`src/rtl/ldcnt_updn_p_if.sv`:
```
`default_nettype none
// ============================================================================
//  Module      : ldcnt_updn_p_if
//  Description : Control/data bundle for the loadable up/down counter.
//                The master drives the controls; the counter (slave) drives
//                the value, the cascade carry and the terminal-count pulse.
//  Revision    : 1.0 - initial release
// ============================================================================
interface ldcnt_updn_p_if #(
    parameter int WIDTH = 8
) ();
    logic             SP;   // clock enable
    logic             SD;   // load select
    logic [WIDTH-1:0] D;    // parallel load value
    logic             UP;   // direction
    logic             CI;   // carry / count enable in
    logic [WIDTH-1:0] Q;    // counter value
    logic             CO;   // cascade carry out
    logic             TCP;  // terminal-count pulse

    modport master (
        output SP, SD, D, UP, CI,
        input  Q, CO, TCP
    );

    modport slave (
        input  SP, SD, D, UP, CI,
        output Q, CO, TCP
    );
endinterface
`default_nettype wire

```
`src/rtl/ldcnt_updn_p.sv`:
```
`default_nettype none
// ============================================================================
//  Module      : ldcnt_updn_p
//  Description : Parametrised loadable up/down counter with programmable
//                modulus, combinational cascade carry and a registered
//                terminal-count pulse.
//                Optional macro LDCNT_SAT_EN: saturate at the bounds instead
//                of wrapping.
//  Revision    : 1.0 - initial release
// ============================================================================
module ldcnt_updn_p #(
    parameter int              WIDTH     = 8,
    parameter longint unsigned MODULUS   = 64'd1 << WIDTH,
    parameter longint unsigned RESET_VAL = 64'd0
) (
    input  wire logic     CK,
    input  wire logic     CD,
    ldcnt_updn_p_if.slave bus
);

    localparam logic [WIDTH-1:0] c_MAX   = WIDTH'(MODULUS - 64'd1);
    localparam logic [WIDTH-1:0] c_RESET = WIDTH'(RESET_VAL);
    localparam logic [WIDTH-1:0] c_ONE   = WIDTH'(1);

`ifdef LDCNT_SAT_EN
    // Saturating: a step attempted at a bound lands on (or clamps to) that bound.
    localparam logic [WIDTH-1:0] c_UP_BOUND_NEXT = c_MAX;
    localparam logic [WIDTH-1:0] c_DN_BOUND_NEXT = '0;
`else
    // Wrapping: stepping past a bound jumps to the opposite bound.
    localparam logic [WIDTH-1:0] c_UP_BOUND_NEXT = '0;
    localparam logic [WIDTH-1:0] c_DN_BOUND_NEXT = c_MAX;
`endif

    logic [WIDTH-1:0] r_q;
    logic             r_tcp;
    logic             w_at_max;
    logic             w_at_zero;
    logic             w_at_bound;
    logic [WIDTH-1:0] w_q_count;

    // A loaded value above MAX counts as "at the top" so the next up-step
    // resolves it back into range.
    assign w_at_max   = (r_q >= c_MAX);
    assign w_at_zero  = (r_q == '0);
    assign w_at_bound = bus.UP ? w_at_max : w_at_zero;

    // Next value for a qualified count step in the current direction.
    always_comb begin
        w_q_count = r_q;
        if (bus.UP) begin
            w_q_count = w_at_max ? c_UP_BOUND_NEXT : (r_q + c_ONE);
        end else begin
            w_q_count = w_at_zero ? c_DN_BOUND_NEXT : (r_q - c_ONE);
        end
    end

    // Counter and terminal-count register: reset > load > count > hold.
    always_ff @(posedge CK) begin
        if (CD) begin
            r_q   <= c_RESET;
            r_tcp <= 1'b0;
        end else if (bus.SP && bus.SD) begin
            r_q   <= bus.D;
            r_tcp <= 1'b0;
        end else if (bus.SP && bus.CI) begin
            r_q   <= w_q_count;
            r_tcp <= w_at_bound;
        end else begin
            r_tcp <= 1'b0;
        end
    end

    // Carry out ignores SP/SD so cascaded stages chain combinationally.
    assign bus.CO  = bus.CI & w_at_bound;
    assign bus.Q   = r_q;
    assign bus.TCP = r_tcp;

endmodule
`default_nettype wire

```
`src/flat_wrapper.sv`:
```
// flat-port wrapper written by rule: the top's interface ports become plain ports
module ldcnt_updn_p_flat 
#(
    parameter int              WIDTH     = 8,
    parameter longint unsigned MODULUS   = 64'd1 << WIDTH,
    parameter longint unsigned RESET_VAL = 64'd0
)
  (CK, CD, bus_SP, bus_SD, bus_D, bus_UP, bus_CI, bus_Q, bus_CO, bus_TCP);
  ldcnt_updn_p_if #(.WIDTH(WIDTH)) bus_i ();
  input  wire logic CK;
  input  wire logic CD;
  input wire logic [$bits(bus_i.SP)-1:0] bus_SP;
  input wire logic [$bits(bus_i.SD)-1:0] bus_SD;
  input wire logic [$bits(bus_i.D)-1:0] bus_D;
  input wire logic [$bits(bus_i.UP)-1:0] bus_UP;
  input wire logic [$bits(bus_i.CI)-1:0] bus_CI;
  output wire logic [$bits(bus_i.Q)-1:0] bus_Q;
  output wire logic [$bits(bus_i.CO)-1:0] bus_CO;
  output wire logic [$bits(bus_i.TCP)-1:0] bus_TCP;
  assign bus_i.SP = bus_SP;
  assign bus_i.SD = bus_SD;
  assign bus_i.D = bus_D;
  assign bus_i.UP = bus_UP;
  assign bus_i.CI = bus_CI;
  assign bus_Q = bus_i.Q;
  assign bus_CO = bus_i.CO;
  assign bus_TCP = bus_i.TCP;
  ldcnt_updn_p #(.WIDTH(WIDTH), .MODULUS(MODULUS), .RESET_VAL(RESET_VAL)) u_core (.CK(CK), .CD(CD), .bus(bus_i));
endmodule
```
`config.mk`:
```
export PLATFORM = sky130hd
export DESIGN_NAME = ldcnt_updn_p_flat
export DESIGN_NICKNAME = d
export VERILOG_FILES = /design/src/rtl/ldcnt_updn_p_if.sv /design/src/rtl/ldcnt_updn_p.sv /design/src/flat_wrapper.sv
export SDC_FILE = /design/constraint.sdc
export NUM_CORES = 1
export LEC_CHECK = 0
export CAP_MARGIN = 40
export CORE_MARGIN = 5
export CORE_UTILIZATION = 41
export DETAILED_ROUTE_END_ITERATION = 6
export HOLD_SLACK_MARGIN = 0.02
export PLACE_DENSITY = 0.77
export SLEW_MARGIN = 20
export SYNTH_ARGS = -nofsm -noshare
export SYNTH_HDL_FRONTEND = slang
export SYNTH_SLANG_ARGS = --single-unit
```
`constraint.sdc`:
```
create_clock -name CK -period 3.9 [get_ports CK]
set_input_delay 0.78 -clock CK [delete_from_list [all_inputs] [get_ports CK]]
set_output_delay 0.78 -clock CK [all_outputs]
set_load 0.02 [all_outputs]
```
==> results of run 1 <==
[state kept, by name, summed over array words and instances, names as in the netlist]
register        flops
u_core.bus.Q        8
u_core.bus.TCP      1
[per-layer routing]
metal | vias up | routed length (um) | track usage (%)
met5 | - | 0 | 0
met4 | 0 | 19 | 5.532
met3 | 4 | 248 | 6.925
met2 | 45 | 1123 | 28.23
met1 | 403 | 984 | 22.50
li1 | 446 | - | -
[critical path, delay by kind of cell, from the launching register on]
| kind | cells | cell delay [ps] |
|---|---|---|
| AOI/OAI and AO/OA | 1 | 230 |
| and+or+nand+nor | 3 | 680 |
| DFF | 1 | 390 |
| adders and majority gates | 1 | 160 |
| buffers and inverters | 2 | 720 |
[power breakdown]
group          switching, uW  total (uW)  internal (uW)  leakage [uW]
sequential              17.6         116           98.7     0.0000742
combinational           57.9         114           56.1      0.000251
clock                   36.2        75.8           39.6     0.0000150
total                    112         306            194      0.000340
[synthesized netlist by cell type (all sizes together) (3+ instances only)]
cell type | count | area, sq um
a21oi | 7 | 38.79
buf | 4 | 27.52
dfxtp | 9 | 180.2
ha | 3 | 37.54
inv | 7 | 26.28
nand2 | 8 | 30.03
nand3 | 5 | 25.02
nor2 | 9 | 33.78
nor3 | 9 | 50.05
nor4 | 3 | 25.02
o21ai | 8 | 40.04
o22ai | 5 | 31.28
xnor2 | 3 | 26.28
[stage by stage]
step | hold WS (ps) | util, %
floorplan | 632.9 | -
global placement | 589.0 | 57.47
detailed placement | 606.8 | 57.47
CTS | 615.1 | 58.95
global route | 640.3 | 58.95
finish | 617.2 | 58.95
[final cells by class]
class	count	area share (%)
Multi-Input combinational cell	86	52.26
Timing Repair Buffer	24	22.62
Sequential cell	9	17.14
Tap cell	25	2.976
Clock buffer	4	2.500
Inverter	7	2.500
[worst paths after layout]
| path | start | endpoint | slack, ps |
|---|---|---|---|
| setup / recovery | u_core.bus.Q[0]$_SDFFE_PP0P_ | bus_CO | 680 |
| setup reg to reg | u_core.bus.Q[0]$_SDFFE_PP0P_ | u_core.bus.Q[4]$_SDFFE_PP0P_ | 2030 |
| hold / removal | u_core.bus.Q[5]$_SDFFE_PP0P_ | u_core.bus.Q[5]$_SDFFE_PP0P_ | 620 |
| hold reg to reg | u_core.bus.Q[5]$_SDFFE_PP0P_ | u_core.bus.Q[5]$_SDFFE_PP0P_ | 620 |
[logic make-up (layout without fill, tap and decap cells)]
group	count (synthesis)	after routing
AND/OR/NAND/NOR	43	43
XOR/XNOR	5	5
buffers and inverters	13	35
AO/OA/AOI/OAI	35	35
adder cells (fa/ha/maj)	3	3
flip-flops	9	9
[placed cells by master, fill, tap and decap left out, types with 2 or more instances in the layout]
master	synthesis	layout
dfxtp_1	9	9
a211oi_1	2	2
nor2_1	9	9
nand2b_1	2	2
o211ai_1	2	2
o21ai_0	8	8
clkdlybuf4s50_1	0	23
nand3_1	5	5
xor2_1	2	2
a21oi_1	6	6
a311oi_1	2	2
clkbuf_4	0	3
nand4_1	2	2
ha_1	3	3
inv_1	7	7
xnor2_1	3	3
o22ai_1	5	5
o21a_1	2	2
nor4_1	2	2
a31oi_1	2	2
nor3_1	8	8
nand2_1	8	8
==> run summary, run 1 <==
Input and output buffers added on the ports amount to 23. The fraction of synthesized area in multiplexers is 0%, and the number of cells in the finished layout apart from fillers is 155. Summing internal, switching and leakage power gives 306.2 uW. The total grt overflow is 0. The portion of the clock cycle consumed by the worst path in the final layout was 82.62%; the maximum level of the CTS H-tree was 1. The adder and majority gate portion of the synthesized area is 4.747%. Number of stages on the worst hold path: 2.

In this run, synthesis produced a sequential element count of 9. For the cell area after synthesis, the log shows 790.8 sq um. Clock-pin slew was measured on the worst setup and hold paths at 70 ps. Adding up every negative setup slack in the final design gives 0 ps. For this run, design rule violations remaining after detail routing come to 0.

The critical path's slowest cell was clkdlybuf4s50_1. For the cell area reported after detailed placement, the log shows 1025 sq um. For the wire length of the first global-routing pass, the log shows 3.732 mm. After clock tree synthesis, the flow added hold-fix buffers numbering 0. Post-CTS repair changed the size of 0 cells. At the end of routability-driven placement, the weighted congestion stood at 0.8630. In this run the post-CTS setup repair buffer count came out at 0. Synthesis handed over a netlist of 108 instances. The most used flip-flop cell after synthesis is dfxtp_1. The run gives 15 as the number of rows created at floorplan.

Measured along the x axis, the die boundary spans 53.92 um. The endpoint arrival time on the critical path was 2440 ps; the number of nets in the synthesized netlist was 125. The type of the most critical hold path was reg2reg. For the worst-skew pair, the clock arrives at the later sink with an insertion delay of 270 ps. The number of placed instances, taps included, is 151.

The largest incremental delay on the critical path is 610 ps, and the number of slew-limit violations in the final report is 0. The final worst-path setup slack is 677.8 ps. TritonCTS built the clock tree.

The area of the multi-input gates was 549.3 sq um. Measured against its own limit, the worst slew margin works out to 58.80%. The antenna diode count was 0; the post-detailed-route via-to-cell ratio was 5.794.

The count of clock tree sinks was 9. The number of antenna violations at the first check in global routing was 0; the power per cell area was 291.3 nW/um^2. Setup violations remaining at the end of the flow were counted as 0. Sequential element share of the synthesized area: 22.78%. By area, the combinational part of the netlist is dominated by simple AND/OR/NAND/NOR gates. During synthesis, Yosys emitted a total of 0 warnings. Based on the critical path, the design can be clocked at up to 310.3 MHz.

The synthesized netlist devotes 30.06% of its cell area to simple gates. Area share of xor/xnor cells in the synthesized design: 5.538%. Once detailed placement completed, the half-perimeter wirelength came to 1.691 mm. The logs give 826 for the number of global-route vias before repair and 14 for the DRC marker count from the first detailed-route iteration.

From synthesis to final layout, the design area changed by 32.91%. The leakage power total is 0.0003400 uW, and the number of enable-type register cells in the synthesized netlist is 0. The post-synthesis compound-gate area fraction was 29.11%.

The maximum clock insertion buffer count was 2. The worst setup path is captured at a primary output. Prior to clock tree synthesis, the placed netlist has a worst setup slack of 877.2 ps. The tools report the hold violation count in the final report as 0. The number of buffers created by CTS was 3; the maximum vdd drop was 0.0002359 V.

After detailed routing, the average wire length per cell comes to 15.32 um. Setup repair after global routing left no endpoint under its margin. Averaged over all synthesized cells, the footprint is 7.322 sq um.

Counting cells, the worst reg-to-reg path comes to 7. The post-route netlist has 8.462% of its cells at a drive strength greater than 1. STA classifies the critical path startpoint as a flop. Traced cell by cell, the critical path runs through inv_1 > ha_1 > nor4b_2 > nand2_1 > o21a_1 > nor2b_1 > clkdlybuf4s50_1. For this block, the via count after detailed routing is 898. The root buffer cell is clkbuf_4. The die covers 2907 sq um. Clock skew on the completed layout was measured at 3.092 ps. Once layout is done, the placed cells without fillers occupy 1051 sq um. The tools report the placeable core area as 1783 sq um. During I/O placement, the number of pins put on the boundary was 24. The maximum fanout along the worst path was 9. The tool flagged a number of max-cap violations equal to 0.

Across every metal layer, demand over resource in global routing totals 17.99%. The final routed wirelength across all metal layers came out at 2.375 mm. The flow ran to the end, and the final reports show no timing, DRC or antenna violations.

Data on the critical path is required at its endpoint by 3120 ps. Measured along the y axis, the die boundary spans 53.92 um. Path type of the worst setup path: reg2out. The residual antenna-violating net count after detailed routing was 0.

Entering global routing, the biggest net connects 14 pins. The final critical delay including setup and external delays was 3222 ps; the register cell area after layout was 180.2 sq um. The run gives 44.35% as the initial core utilization. For this run, asynchronously set or reset flops after synthesis account for 0%. For the number of iterations in the first detailed-routing pass, the log shows 4.

The post-layout net count was 148; the actual transition at the worst max-transition pin was 613.2 ps. The filler cells instantiated in the layout total 174. The count of different cell masters after synthesis is 38.
(Power assumes the default switching activity.)
==> run 2, diff against run 1 <==
Settings changed: PLACE_DENSITY 0.77 to 0.8.
Clock period 3.9 ns to 2.95 ns, I/O delays scaled along.
==> run 2 against run 1 <==
Against the previous run:
- final cell count up 1.9%
- first-iteration DRC count rose to 2.9 times the previous value
- sequential power rose by 32%
- worst setup slack worse by 170 ps
- die area unchanged
- critical path type unchanged
- critical endpoint unchanged
- largest cell class unchanged
- largest power group is now combinational cells
==> run summary, run 2 (synthesized netlist as in run 1, its figures left out) <==
The flow ran to the end, and the final reports show no timing, DRC or antenna violations. The run gives 2.313 mm as the final routed wirelength across all metal layers. The final critical delay including setup and external delays was 2446 ps. The final standard cell utilization of the core was 60.35%; the post-layout net count was 151. The antenna diode count was 0; the maximum level of the CTS H-tree was 1.

For this configuration, the core starts out at a cell density of 44.35%. Input and output buffers added on the ports amount to 23. The number of global-route vias before repair is 868.

The reg-to-reg setup timing slack came out at 1070 ps. The total grt overflow was 0. Number of stages on the worst hold path: 2. Clock-pin slew was measured on the worst setup and hold paths at 60 ps. The setup path with the least slack is of type reg2out. Once routing completed, OpenROAD measured the worst setup slack at 504.1 ps. The fraction of final layout cells with drive strength greater than 1 was 10.53%; the power per cell area was 379.4 nW/um^2.

The tools report the leakage power total as 0.0003721 uW. The register with the most flip-flops in the layout has 8 of them. The longest clock path from root to sink contains 2 buffers. The logs give 0 for the hold buffer count at cts and 63.84% for the worst relative slew slack. OpenSTA, run right after detailed placement, puts the worst setup slack at 260.6 ps. From synthesis to final layout, the design area changed by 36.08%. Once detail routing completed, the nets flagged for antenna violations numbered 0. Setup repair after global routing left no endpoint under its margin.

For the pin with the worst max-slew slack, the measured transition is 538.2 ps. In the finished design, the share of the clock period the worst path needs comes to 82.91%. The origin of the critical flop-to-flop path is u_core.bus.Q[0]$_SDFFE_PP0P_. The final weighted congestion in routability-driven placement was 0.9600. In this run, the number of DRC markers left after iteration 0 of detailed routing was 41. The top cell types in the final layout, fill and taps aside, are clkdlybuf4s50_1, nor2_1, dfxtp_1. The maximum vdd drop came out at 0.0001822 V. The number of top-level pins is 24. The number of slew-limit violations in the final report is 0, and the post-cts sizing count is 0. The most frequent standard cell in the layout excluding fill and tap cells was clkdlybuf4s50_1. Setup violations remaining at the end of the flow were counted as 0. The run gives 270 ps as the clock latency reported for the late side of the worst-skew pair.

The sort of element at the end of the critical path is a primary output. Global routing used 18.80% of the available tracks across all layers. In this run, CTS created clock tree buffers numbering 3.

The run gives 1783 sq um as the placeable core area. Once detailed placement completed, the half-perimeter wirelength came to 1.784 mm. The floorplan has 15 rows.

Clock skew on the completed layout was measured at 0.5228 ps. The number of antenna violations at the first check in global routing was 0. The clock drives 9 sinks.

The die width is 53.92 um. The worst reg2reg path endpoint is u_core.bus.Q[2]$_SDFFE_PP0P_. The routed layout has 936 vias.

Dividing the detail-routed wire length by the instance count gives 14.64 um. The tool flagged a number of max-cap violations equal to 0. Adding up every negative setup slack in the final design gives 0 ps. The hold violation count in the final report is 0. Endpoint arrival time on the critical path: 1860 ps. Cell count of the worst reg-to-reg path: 8. The run gives 3.912 mm as the wire length of the first global-routing pass. The type of the most critical hold path is reg2reg. The first TritonRoute pass finished after 4 iterations.

At the worst endpoint, the required time is 2360 ps. In the routed layout, each cell is associated on average with a via count of 5.924. The worst hold path terminates at u_core.bus.Q[1]$_SDFFE_PP0P_. The cell sitting at the root of the clock tree is a clkbuf_4. TritonCTS built the clock tree.

The worst setup path is launched from a flop. Entering global routing, the biggest net connects 13 pins. In this run the vertical extent of the chip is 53.92 um. Post-CTS timing repair inserted 0 buffers for setup.

The maximum fanout along the worst path is 9, and the area of the die is 2907 sq um. The worst hold path begins at u_core.bus.Q[1]$_SDFFE_PP0P_. Based on the critical path, the design can be clocked at up to 408.8 MHz.

For the count of unresolved DRC violations after routing, the log shows 0.
-- run 2: changes by cell type in the layout (fill, tap and decap cells not counted) --
cell | previous run | this run
buf_4 | 1 | 4
clkdlybuf4s50_1 | 23 | 22
dlymetal6s2s_1 | 0 | 1
-- run 2: report_power, final --
group	total (uW)	internal [uW]	switching [uW]
clock	100	52.4	47.7
combinational	156	78.2	77.4
sequential	153	131	22.0
total	408	261	147
-- run 2: worst max-delay path: stages (launching register included) --
cell and delay [ps]:
dfxtp_1 390, inv_1 110, ha_1 160, nor4b_2 240, nand2_1 140, o21a_1 210
nor2b_1 100, dlymetal6s2s_1 230
-- run 2: layer usage --
layer | GRT usage [%] | vias up | share of wire (%)
met1 | 24.30 | 432 | 43
met2 | 29.44 | 44 | 46
met5 | 0 | - | 0
met4 | 8.936 | 0 | 2.0
met3 | 3.878 | 5 | 8.2
li1 | - | 455 | -
-- run 2: per-stage QoR --
| step | cell area [sq um] | std cells | hold WS [ps] | total power (uW) |
|---|---|---|---|---|
| floorplan | 790.8 | 108 | 632.9 | 249.2 |
| global placement | 1047 | 154 | 581.6 | 307.4 |
| detailed placement | 1047 | 154 | 594.8 | 309.7 |
| CTS | 1074 | 158 | 606.8 | 411.0 |
| global route | 1076 | 158 | 662.3 | 439.7 |
| finish | 1076 | 158 | 609.5 | 408.3 |
-- run 2: cell type report --
| cell class | count | area, sq um |
|---|---|---|
| Clock buffer | 4 | 26.28 |
| Fill cell | 177 | 706.9 |
| Inverter | 7 | 26.28 |
| Multi-Input combinational cell | 86 | 549.3 |
| Sequential cell | 9 | 180.2 |
| Tap cell | 25 | 31.28 |
| Timing Repair Buffer | 27 | 262.8 |
-- run 2: how the worst max path moves through the flow --
stage	slack, ps	start	end
6_report	500	u_core.bus.Q[0]$_SDFFE_PP0P_	bus_CO
5_1_grt	330	u_core.bus.Q[0]$_SDFFE_PP0P_	bus_CO
4_1_cts	120	u_core.bus.Q[0]$_SDFFE_PP0P_	bus_CO
3_5_place_dp	260	bus_UP	bus_CO
3_3_place_gp	260	bus_UP	bus_CO
2_1_floorplan	740	u_core.bus.Q[0]$_SDFFE_PP0P_	bus_CO
